[config.mk]
export PLATFORM = sky130hd
export DESIGN_NAME = block_serial_subtractor
export DESIGN_NICKNAME = d
export VERILOG_FILES = /design/src/rtl/block_serial_subtractor.sv
export SDC_FILE = /design/constraint.sdc
export NUM_CORES = 1
export LEC_CHECK = 0
export ABC_AREA = 1
export CAP_MARGIN = 20
export CORE_ASPECT_RATIO = 0.6
export CORE_UTILIZATION = 40
export CTS_CLUSTER_SIZE = 28
export DETAILED_ROUTE_END_ITERATION = 7
export DONT_BUFFER_PORTS = 1
export MAX_ROUTING_LAYER = met4
export PLACE_DENSITY_LB_ADDON = 0.05
export REMOVE_ABC_BUFFERS = 1
export SLEW_MARGIN = 40
export SYNTH_ARGS = -nofsm -noshare
export SYNTH_HDL_FRONTEND = slang
export SYNTH_SLANG_ARGS = --single-unit
[constraint.sdc]
create_clock -name iClk -period 4.7 [get_ports iClk]
set_clock_uncertainty 0.05 [all_clocks]
set_input_delay 0 -clock iClk [delete_from_list [all_inputs] [get_ports iClk]]
set_output_delay 0 -clock iClk [all_outputs]
set_load 0.02 [all_outputs]
[src/rtl/block_serial_subtractor.sv]
// =============================================================================
// block_serial_subtractor
//   Multi-cycle subtractor: D = A - B - borrow_in, one BLOCK_WIDTH slice per
//   clock, LSB slice first, with a registered borrow between slices.
//   Optional macro SUB_SAT_EN: unsigned saturation of the result to zero.
// Revision: 1.0 - initial release
// =============================================================================
`default_nettype none

module block_serial_subtractor #(
  parameter int WIDTH       = 16,
  parameter int BLOCK_WIDTH = 4
) (
  input  logic             iClk,
  input  logic             iRstN,
  input  logic             iStart,
  input  logic [WIDTH-1:0] iA,
  input  logic [WIDTH-1:0] iB,
  input  logic             iBorrow,
  output logic             oBusy,
  output logic             oValid,
  input  logic             iReady,
  output logic [WIDTH-1:0] oD,
  output logic             oBorrow,
  output logic             oZero,
  output logic             oOvf
);

  localparam int N     = WIDTH / BLOCK_WIDTH;
  localparam int CNT_W = (N > 1) ? $clog2(N) : 1;

  typedef enum logic [1:0] {
    IDLE = 2'd0,
    RUN  = 2'd1,
    DONE = 2'd2
  } state_t;

  state_t                 state;
  state_t                 state_next;
  logic                   accept;
  logic                   last_slice;
  logic [CNT_W-1:0]       cnt;
  logic [WIDTH-1:0]       a_reg;
  logic [WIDTH-1:0]       b_reg;
  logic [WIDTH-1:0]       d_reg;
  logic [WIDTH-1:0]       d_next;
  logic                   borrow_reg;
  logic                   zero_reg;
  logic                   ovf_reg;
  logic [BLOCK_WIDTH-1:0] a_slice;
  logic [BLOCK_WIDTH-1:0] b_slice;
  logic [BLOCK_WIDTH:0]   slice_sum;

  assign last_slice = (cnt == CNT_W'(N - 1));

  always_ff @(posedge iClk) begin
    if (!iRstN) begin
      state <= IDLE;
    end else begin
      state <= state_next;
    end
  end

  // A new command is accepted from IDLE, or from DONE in the same cycle the
  // result is consumed, so back-to-back operations need no idle bubble.
  always_comb begin
    state_next = state;
    accept     = 1'b0;
    case (state)
      IDLE: begin
        if (iStart) begin
          accept     = 1'b1;
          state_next = RUN;
        end
      end
      RUN: begin
        if (last_slice) begin
          state_next = DONE;
        end
      end
      DONE: begin
        if (iReady) begin
          if (iStart) begin
            accept     = 1'b1;
            state_next = RUN;
          end else begin
            state_next = IDLE;
          end
        end
      end
      default: state_next = IDLE;
    endcase
  end

  // Subtraction as A + ~B + ~borrow; the slice carry-out is the inverted borrow.
  always_comb begin
    a_slice = '0;
    b_slice = '0;
    for (int k = 0; k < N; k++) begin
      if (cnt == CNT_W'(k)) begin
        a_slice = a_reg[k*BLOCK_WIDTH +: BLOCK_WIDTH];
        b_slice = b_reg[k*BLOCK_WIDTH +: BLOCK_WIDTH];
      end
    end
    slice_sum = {1'b0, a_slice} + {1'b0, ~b_slice} + {{BLOCK_WIDTH{1'b0}}, ~borrow_reg};
    d_next    = d_reg;
    for (int k = 0; k < N; k++) begin
      if (cnt == CNT_W'(k)) begin
        d_next[k*BLOCK_WIDTH +: BLOCK_WIDTH] = slice_sum[BLOCK_WIDTH-1:0];
      end
    end
  end

  always_ff @(posedge iClk) begin
    if (!iRstN) begin
      cnt        <= '0;
      a_reg      <= '0;
      b_reg      <= '0;
      d_reg      <= '0;
      borrow_reg <= 1'b0;
      zero_reg   <= 1'b0;
      ovf_reg    <= 1'b0;
    end else if (accept) begin
      a_reg      <= iA;
      b_reg      <= iB;
      borrow_reg <= iBorrow;
      cnt        <= '0;
    end else if (state == RUN) begin
      d_reg      <= d_next;
      borrow_reg <= ~slice_sum[BLOCK_WIDTH];
      if (last_slice) begin
        cnt      <= '0;
        zero_reg <= (d_next == '0);
        ovf_reg  <= (a_reg[WIDTH-1] != b_reg[WIDTH-1]) && (d_next[WIDTH-1] != a_reg[WIDTH-1]);
      end else begin
        cnt <= cnt + CNT_W'(1);
      end
    end
  end

  assign oBusy   = (state != IDLE);
  assign oValid  = (state == DONE);
  assign oBorrow = borrow_reg;
  assign oOvf    = ovf_reg;

`ifdef SUB_SAT_EN
  // Saturation lives purely in the output mux, so DONE timing is unchanged.
  assign oD    = borrow_reg ? '0 : d_reg;
  assign oZero = zero_reg | borrow_reg;
`else
  assign oD    = d_reg;
  assign oZero = zero_reg;
`endif

endmodule

`default_nettype wire

==> reports/results.tsv, run 1 <==
stage	metric	value	unit
outcome	outcome	complete, no violations	
power	Power Dens Cells	326	mW/mm^2
synth	Synth area leaders	dfxtp_1 41%, nor2_1 11%, nand2_1 8.8%	
setup_path	CP Capture Point	oZero$_SDFFE_PN0P_	
setup_path	path depth of the worst reg2reg path	18	
layout	Area Growth Syn to Fin	22.0	%
synth	Ys Warns	0	
detailed_routing	DR iter-0 viols	163	
layout	Final #Nets	466	
placed_design	placed instance area	0.00270	mm^2
synth	register area share after synthesis	41.0	%
timing	RSZ-0062 raised after global routing	no	
cts	total CTS buffers	5	
die	die width	108	um
setup_path	critical path endpoint category	flop	
timing	Slew Limit Fails	0	
setup_path	Critical Path AT	3.88	ns
placed_design	HPWL Detailed	4.69	mm
setup_path	Critical Path RT	4.89	ns
placed_design	Placed Cells	449	
die	Die ar.	0.00705	mm^2
die	die height	65.5	um
die	Row Count	22	
layout	Antenna Cells	0	
setup_path	R2R setup slack	1.01	ns
detailed_routing	drt total wl	6.96	mm
global_route	first-pass GRT wire length	11.4	mm
timing	FMAX	271	MHz
synth	cells after synthesis	385	
die	core region area	0.00630	mm^2
cts	CTS tree	done	
placed_design	gp weighted congestion	0.810	
die	Initial Util	42.6	%
layout	Non-Filler Instances	504	
global_route	number of global-route vias before repair	2309	
synth	share of the synthesized area in the top cell type	41.0	%
setup_path	reg-to-reg endpoint	oZero$_SDFFE_PN0P_	
timing	worst slew pin tran	0.671	ns
cts	CTS root buf	clkbuf_8	
detailed_routing	Routed wire per std cell	13.8	um
cts	Clk pin slew, worst setup/hold paths	0.10	ns
die	IO Count	58	
global_route	grt total ovfl	0	
timing	min Tclk post-route	3.69	ns
flow_run	MaxCap Viol Count	0	
global_route	largest net degree at the start of global routing	47	
power	worst vdd ir	0.121	mV
timing	final setup vio count	0	
synth	Yosys cell types	30	
global_route	initial antenna violation count	0	
cts	post-CTS sizing	0	
timing	Final Hold Fails	0	
cts	clk_lat worst skew	0.31	ns
layout	share of post-route cells with drive strength above 1	6.19	%
detailed_routing	drt via density	5.04	
placed_design	post-place setup slack	1.08	ns
setup_path	crit start category	flop	
timing	Tcrit/Tclk final	78.4	%
synth	synthesized area	0.00268	mm^2
detailed_routing	vias post-DR	2539	
timing	total negative slack	0	ns
cts	H-tree depth	2	
synth	Post-Syn Area per Cell	6.97	um^2
power	Final Power	1070	uW
setup_path	Critical path origin	cnt[1]$_SDFFE_PP0N_	
setup_path	crit path max fanout	17	
cts	clock sinks	55	
detailed_routing	Residual DRC	0	
setup_path	Critical R2R Launch	cnt[1]$_SDFFE_PP0N_	
detailed_routing	TritonRoute pass-1 iters	4	
timing	Final WS setup	1.01	ns
detailed_routing	Final ANT Viol Nets	0	
synth	Yosys reg bits	55	
power	LEAKAGE	0.00140	uW
placed_design	IO buf count	0	
cts	clk buf depth	2	
synth	Yosys top cell by area	dfxtp_1	
layout	finished layout cell area	0.00327	mm^2
min_path	Hold WC Path Type	in2reg	
setup_path	critical path class	reg2reg	
global_route	GRT Total Usage	21.9	%
timing	Worst slew margin	55.2	%
-- logic make-up after synthesis --
| kind of cell | Yosys count | synth area share [%] |
|---|---|---|
| fa+ha+maj | 9 | 4.76 |
| compound gates | 94 | 19.3 |
| flops | 55 | 41.0 |
| buf+inv | 51 | 8.11 |
| simple gates | 176 | 26.9 |
-- cells in the mapped netlist, drive strengths merged --
master,instances
o311ai,4
nand3,22
nand4,1
nor2,86
o211ai,5
inv,28
o21a,1
nand2,65
a211oi,2
clkbuf,7
ha,7
clkinv,1
buf,15
o21ai,57
a31oi,3
or2,2
a21oi,22
dfxtp,55
fa,2
-- what timing repair did --
action	4_1_cts	5_1_grt
buffers inserted	0	0
hold endpoints to repair	52	0
hold buffers	48	0
-- per-layer routing --
layer	wire length, um	track usage [%]	vias up
met2	2770	30.6	49
met4	41	5.48	0
met1	3840	31.5	1154
met5	0	-	-
li1	-	-	1331
met3	311	4.86	5
-- worst min-delay path by stage --
| stage | to | startpoint | slack (ns) | cells past startpoint |
|---|---|---|---|---|
| floorplan | a_reg[0]$_SDFFE_PN0P_ | iRstN | 0.09 | 2 |
| global placement | a_reg[15]$_SDFFE_PN0P_ | iRstN | 0.09 | 2 |
| detailed placement | a_reg[7]$_SDFFE_PN0P_ | iRstN | 0.09 | 2 |
| CTS | state[0]$_SDFFE_PN0P_ | iStart | 0.12 | 3 |
| global route | state[0]$_SDFFE_PN0P_ | iStart | 0.18 | 3 |
| finish | state[0]$_SDFFE_PN0P_ | iStart | 0.14 | 3 |
-- power by group --
group          switching (uW)  internal, uW
Combinational             153           105
Sequential               41.2           502
Clock                     150           116
Total                     344           724
-- cell type report --
type / count / area [um^2]
Clock buffer: 6 / 82.6
Clock inverter: 1 / 5.00
Fill cell: 622 / 3030
Inverter: 29 / 109
Multi-Input combinational cell: 279 / 1370
Sequential cell: 55 / 1100
Tap cell: 84 / 105
Timing Repair Buffer: 50 / 505
-- worst max-delay path: stages, from the launching register on --
cell and delay (ns):
dfxtp_1 0.40, inv_1 0.09, ha_1 0.42, inv_1 0.31, nor2_1 0.07, o311ai_0 0.31
o21ai_1 0.15, fa_1 0.39, inv_1 0.09, fa_1 0.46, inv_2 0.10, nand2_1 0.06
o21ai_2 0.10, nand3_1 0.09, nor2_1 0.16, nand3_1 0.09, nor2_1 0.10, nand2_1 0.07
a21oi_2 0.10
-- through the flow --
stage / hold WS [ns] / utilization, %
3_3_place_gp: 0.0936 / 42.8
6_report: 0.136 / 51.9
2_1_floorplan: 0.0857 / -
5_1_grt: 0.180 / 51.9
4_1_cts: 0.124 / 51.9
3_5_place_dp: 0.0938 / 42.8
-- cells in the final DEF (no fill, tap or decap) --
master,count
a211oi_1,2
a21oi_1,21
a21oi_2,1
a31oi_1,3
buf_12,1
buf_4,2
clkbuf_8,6
clkinv_1,1
clkinv_2,1
dfxtp_1,55
dlygate4sd3_1,47
fa_1,2
ha_1,7
inv_1,22
inv_2,6
nand2_1,63
nand2_2,1
nand2_4,1
nand3_1,22
nand4_1,1
nor2_1,82
nor2_2,3
nor2_4,1
o211ai_1,5
o21a_1,1
o21ai_0,40
o21ai_1,16
o21ai_2,1
o311ai_0,4
or2_2,2
Note: power is estimated with default switching activity, not from simulation.
==> run 2, diff against run 1 <==
--- a/config.mk
+++ b/config.mk
@@ -5,7 +5,7 @@
 export SDC_FILE = /design/constraint.sdc
 export NUM_CORES = 1
 export LEC_CHECK = 0
-export ABC_AREA = 1
+export ABC_AREA = 0
 export CAP_MARGIN = 20
 export CORE_ASPECT_RATIO = 0.6
 export CORE_UTILIZATION = 40
==> constraint.sdc (replaced) <==
create_clock -name iClk -period 3.25 [get_ports iClk]
set_clock_uncertainty 0.05 [all_clocks]
set_input_delay 0 -clock iClk [delete_from_list [all_inputs] [get_ports iClk]]
set_output_delay 0 -clock iClk [all_outputs]
set_load 0.02 [all_outputs]
==> run 2 against run 1 <==
Net effect:
- critical path type unchanged
- via count fell by 13%
- sequential share of layout area rose by 0.14 points
- clock power rose by 77%
- highest routed layer unchanged
- total power rose by 40%
- global-route usage fell by 1.9 points
- non-clock buffer count did not move
==> reports/results.tsv, run 2 <==
stage	metric	value	unit
setup_path	crit start category	flop	
synth	synthesized area	0.00264	mm^2
placed_design	HPWL Detailed	4.18	mm
timing	worst slew pin tran	0.720	ns
setup_path	CP Capture Point	oZero$_SDFFE_PN0P_	
detailed_routing	drt via density	5.02	
layout	Fillers	587	
setup_path	Critical Path RT	3.46	ns
placed_design	IO buf count	0	
timing	Final WS setup	0.248	ns
setup_path	critical path endpoint category	flop	
detailed_routing	vias post-DR	2199	
synth	largest family of logic cells by synthesized area	simple AND/OR/NAND/NOR gates	
placed_design	post-place setup slack	0.190	ns
detailed_routing	DR iter-0 viols	77	
die	core region area	0.00625	mm^2
die	Row Count	22	
setup_path	path depth of the worst reg2reg path	13	
synth	top-count cell post-synth	nand2_1	
layout	Antenna Cells	0	
synth	Yosys top cell by area	dfxtp_1	
cts	Clk pin slew, worst setup/hold paths	0.10	ns
cts	CTS root buf	clkbuf_8	
timing	Tcrit/Tclk final	92.4	%
timing	Slew Limit Fails	0	
global_route	grt total ovfl	0	
synth	Post-synth top cells	91 x nand2_1, 55 x dfxtp_1, 37 x a21boi_0	
flow_run	MaxCap Viol Count	0	
outcome	outcome	complete, no violations	
timing	Worst slew margin	52.0	%
synth	Synth area leaders	dfxtp_1 42%, nand2_1 13%, a21boi_0 11%	
setup_path	Critical Path AT	3.21	ns
layout	Area Growth Syn to Fin	23.3	%
synth	number of synthesized flops with an enable pin	0	
global_route	initial antenna violation count	0	
power	LEAKAGE	0.00130	uW
synth	Yosys reg bits	55	
cts	total CTS buffers	5	
synth	post-synthesis compound-gate area fraction	22.1	%
global_route	GRT Total Usage	20.0	%
cts	clock sinks	55	
timing	final setup vio count	0	
placed_design	gp weighted congestion	0.721	
global_route	Global Route met2 Usage	28.7	%
timing	RSZ-0062 raised after global routing	no	
detailed_routing	Final ANT Viol Nets	0	
synth	cells after synthesis	321	
layout	Final #Nets	399	
timing	FMAX	333	MHz
synth	share of the synthesized area in the top cell type	41.6	%
min_path	Hold WC Path Type	in2reg	
setup_path	Critical R2R Launch	cnt[0]$_SDFFE_PP0N_	
synth	FFs w/ async S/R, synth	0	%
synth	commonest register cell after synthesis	dfxtp_1	
synth	Post-Syn Area per Cell	8.24	um^2
detailed_routing	drt total wl	6.10	mm
detailed_routing	Routed wire per std cell	13.9	um
layout	most frequent cells in the layout	91 x nand2_1, 55 x dfxtp_1, 39 x dlygate4sd3_1	
synth	Synth Area in Adders	4.83	%
cts	CTS tree	done	
power	worst vdd ir	0.189	mV
setup_path	crit path max fanout	6	
global_route	first-pass GRT wire length	10.5	mm
cts	clk_lat worst skew	0.31	ns
die	die height	65.0	um
timing	min Tclk post-route	3.00	ns
synth	Yosys cell types	38	
die	Initial Util	42.3	%
timing	total negative slack	0	ns
synth	XOR/XNOR Fraction of Synth Area	0.331	%
die	Die ar.	0.00695	mm^2
global_route	largest net degree at the start of global routing	56	
global_route	met1 Use GR	28.0	%
global_route	number of global-route vias before repair	2125	
detailed_routing	TritonRoute pass-1 iters	4	
die	die width	107	um
global_route	global-route layer with the greatest usage	met2	
synth	register area share after synthesis	41.6	%
synth	Ys Warns	0	
cts	H-tree depth	2	
setup_path	reg-to-reg endpoint	oZero$_SDFFE_PN0P_	
synth	post-synthesis simple-gate area fraction	24.0	%
die	IO Count	58	
layout	final core area utilization	52.2	%
power	Power Dens Cells	458	mW/mm^2
setup_path	R2R setup slack	0.25	ns
layout	most common cell after layout, fill and taps aside	nand2_1	
global_route	GR Layer Usage met3	5.13	%
setup_path	Critical path origin	cnt[0]$_SDFFE_PP0N_	
detailed_routing	Residual DRC	0	
cts	clk buf depth	2	
setup_path	critical path class	reg2reg	
timing	Final Hold Fails	0	
layout	share of post-route cells with drive strength above 1	6.50	%
synth	post-synthesis mux area share	2.65	%
-- run 2: cell count changes in the layout (fill, tap and decap cells not counted), sizes merged, moves of 8 or more --
cell         before  now
nand2            65   91
nand3            22    4
buf               3   11
nor2             86    4
and3b             0    8
dlygate4sd3      47   39
o211a             0    8
inv              28    4
o21ai            57   12
a21boi            0   37
-- run 2: power breakdown --
group	switching, uW	internal [uW]
sequential	35.8	708
combinational	143	134
clock	221	250
total	400	1090
-- run 2: cell type report --
class                   instances  area [um^2]  area share, %
clock buffers                   6         82.6           2.53
clock inverters                 2         35.0           1.07
inverters                       4         15.0          0.461
multi-input cells             237         1430           43.9
flip-flops and latches         55         1100           33.8
well taps                      84          105           3.22
repair buffers                 50          489           15.0
-- run 2: worst min-delay path by stage --
stage	start	to	slack [ns]	cells after the start
global route	iStart	oBorrow$_SDFFE_PN0P_	0.15	3
global placement	iRstN	state[0]$_SDFFE_PN0P_	0.08	1
floorplan	iRstN	state[1]$_SDFFE_PN0P_	0.07	1
detailed placement	iRstN	state[0]$_SDFFE_PN0P_	0.08	1
CTS	iStart	oBorrow$_SDFFE_PN0P_	0.12	3
finish	iStart	oBorrow$_SDFFE_PN0P_	0.14	3
-- run 2: cells by family after synthesis --
logic type	after synthesis
xor gates and xnor gates	1
buffers and inverters	29
DFF	55
adders and majority gates	9
and+or+nand+nor	136
muxes	7
AOI/OAI and AO/OA	84
-- run 2: stage by stage --
stage,cell area (um^2),total power (uW),hold slack (ns),std cells
floorplan,2540,910,0.0675,296
global placement,2720,985,0.0777,390
detailed placement,2720,987,0.0811,390
CTS,3250,1510,0.119,438
global route,3260,1580,0.147,438
finish,3260,1490,0.137,438
-- run 2: critical path, cell delays in order, from the launching register on --
cell     delay [ns]
dfxtp_1        0.34
inv_1          0.12
ha_1           0.26
and3b_1        0.18
a21oi_1        0.04
o21ai_0        0.14
mux2i_1        0.11
fa_1           0.42
inv_1          0.08
fa_1           0.50
and3b_1        0.25
o22ai_1        0.09
nor4_2         0.23
a32o_1         0.15
-- run 2: metal layers --
metal	vias to the layer above	routed length (um)
li1	1150	-
met1	1006	3360
met2	38	2460
met3	5	244
met4	0	35
met5	-	0
-- run 2: timing repair --
action,4_1_cts,5_1_grt
resized for setup,0,3
hold endpoints to repair,55,0
buffers inserted,0,0
setup endpoints to repair,0,4
hold buffers,40,0
==> run 3, diff against run 2 <==
==> constraint.sdc (replaced) <==
create_clock -name iClk -period 3.7 [get_ports iClk]
set_clock_uncertainty 0.05 [all_clocks]
set_input_delay 0 -clock iClk [delete_from_list [all_inputs] [get_ports iClk]]
set_output_delay 0 -clock iClk [all_outputs]
set_load 0.02 [all_outputs]
==> run 3 against run 2 <==
Net effect:
- count of clock-buffer cells in the layout is the same
- worst setup slack gained 0.16 ns
- core utilization shrank 0.82 points
- total power shrank 13%
- global-route usage is essentially flat
- register-to-register slack gained 0.16 ns
- clock power shrank 12%
- first-iteration DRC count grew 14%
- critical path type unchanged
- critical endpoint unchanged
- largest power group unchanged
==> reports/results.tsv, run 3 (synthesized netlist as in run 2, its figures left out) <==
stage	metric	value	unit
timing	min Tclk post-route	3.29	ns
min_path	Hold WC Path Type	in2reg	
detailed_routing	vias post-DR	2194	
setup_path	Critical path origin	cnt[0]$_SDFFE_PP0N_	
outcome	outcome	complete, no violations	
layout	most frequent cells in the layout	91 x nand2_1, 55 x dfxtp_1, 37 x a21boi_0, 37 x dlygate4sd3_1, 16 x a21oi_1	
placed_design	post-place setup slack	0.432	ns
detailed_routing	drt total wl	6.27	mm
die	core region area	0.00625	mm^2
setup_path	critical path endpoint category	flop	
timing	final setup vio count	0	
die	die height	65.0	um
detailed_routing	drt via density	5.07	
timing	RSZ-0062 raised after global routing	no	
placed_design	IO buf count	0	
setup_path	critical path class	reg2reg	
min_path	Min-Delay Endpoint	oBorrow$_SDFFE_PN0P_	
min_path	Hold Crit Depth	3	
die	Initial Util	42.3	%
global_route	initial antenna violation count	0	
cts	hold buffers post-CTS	38	
detailed_routing	TritonRoute pass-1 iters	5	
placed_design	HPWL Detailed	4.23	mm
setup_path	crit path max fanout	9	
cts	total CTS buffers	5	
layout	Antenna Cells	0	
cts	setup bufs post-CTS	0	
min_path	min-delay src	iStart	
power	worst vdd ir	0.212	mV
global_route	GRT Total Usage	20.0	%
global_route	number of global-route vias before repair	2145	
cts	CTS root buf	clkbuf_8	
setup_path	R2R setup slack	0.41	ns
cts	H-tree depth	2	
timing	FMAX	304	MHz
setup_path	crit start category	flop	
power	Final Power	1300	uW
power	Power Dens Cells	406	mW/mm^2
timing	Slew Limit Fails	0	
power	LEAKAGE	0.00127	uW
setup_path	path depth of the worst reg2reg path	13	
timing	Tcrit/Tclk final	89.0	%
timing	worst slew pin tran	0.589	ns
layout	share of post-route cells with drive strength above 1	5.73	%
setup_path	Critical Path RT	3.91	ns
global_route	first-pass GRT wire length	10.6	mm
cts	clk buf depth	2	
timing	worst hold slack	0.135	ns
timing	total negative slack	0	ns
timing	Final Hold Fails	0	
layout	most common cell after layout, fill and taps aside	nand2_1	
power	Gate power share	18.1	%
global_route	largest net degree at the start of global routing	55	
layout	Final #Nets	394	
power	switching power	348	uW
die	Row Count	22	
layout	final core area utilization	51.3	%
setup_path	reg-to-reg endpoint	oZero$_SDFFE_PN0P_	
timing	Final WS setup	0.406	ns
die	die width	107	um
cts	clock sinks	55	
detailed_routing	Routed wire per std cell	14.5	um
power	Cell Int Power	955	uW
cts	Clk pin slew, worst setup/hold paths	0.10	ns
cts	clk_lat worst skew	0.31	ns
global_route	grt total ovfl	0	
power	Clock power frac	31.7	%
detailed_routing	DR iter-0 viols	88	
setup_path	Critical Path AT	3.51	ns
detailed_routing	Final ANT Viol Nets	0	
detailed_routing	Residual DRC	0	
flow_run	MaxCap Viol Count	0	
die	IO Count	58	
die	Die ar.	0.00695	mm^2
timing	Worst slew margin	60.7	%
layout	Area Growth Syn to Fin	21.3	%
cts	post-CTS sizing	0	
setup_path	Critical R2R Launch	cnt[0]$_SDFFE_PP0N_	
cts	CTS tree	done	
power	sequential share of power	50.2	%
placed_design	gp weighted congestion	0.753	
power	net switching share of the total power	26.7	%
-- run 3: through the flow --
step | cells | cell area [um^2]
floorplan | 296 | 2540
finish | 433 | 3210
CTS | 433 | 3210
global placement | 387 | 2700
global route | 433 | 3210
detailed placement | 387 | 2700
-- run 3: metal layers --
layer	track usage, %	routed length (um)
met1	28.0	3420
met2	28.7	2520
met3	5.03	269
met4	4.62	54
met5	-	0
-- run 3: how the worst max path moves through the flow --
stage                     slack (ns)  cells past startpoint                  to
after floorplan                 0.70                     13  oZero$_SDFFE_PN0P_
after global placement          0.48                     13  oZero$_SDFFE_PN0P_
after detailed placement        0.43                     14  oZero$_SDFFE_PN0P_
after CTS                       0.40                     14  oZero$_SDFFE_PN0P_
after global routing            0.17                     13  oZero$_SDFFE_PN0P_
final                           0.41                     13  oZero$_SDFFE_PN0P_
-- run 3: area by class of cell --
cell class                      count  area [um^2]
Fill cell                         618         3040
Multi-Input combinational cell    237         1430
Sequential cell                    55         1100
Timing Repair Buffer               45          443
Tap cell                           84          105
Clock buffer                        6         82.6
Clock inverter                      2         35.0
Inverter                            4         15.0
-- run 3: worst max-delay path, stage by stage (launching register included) --
cell	delay [ns]
dfxtp_1	0.34
inv_1	0.13
ha_1	0.39
and3b_1	0.22
a21oi_1	0.04
o21ai_0	0.13
mux2i_1	0.13
fa_1	0.43
inv_1	0.08
fa_1	0.50
and3b_1	0.25
o22ai_1	0.08
nor4_1	0.32
a32o_1	0.16
-- run 3: power groups by stage --
stage	combinational, uW	clock [uW]	sequential (uW)
detailed placement	195	0	668
CTS	237	425	654
finish	236	413	654
global placement	194	0	668
global route	267	455	658
floorplan	140	0	660
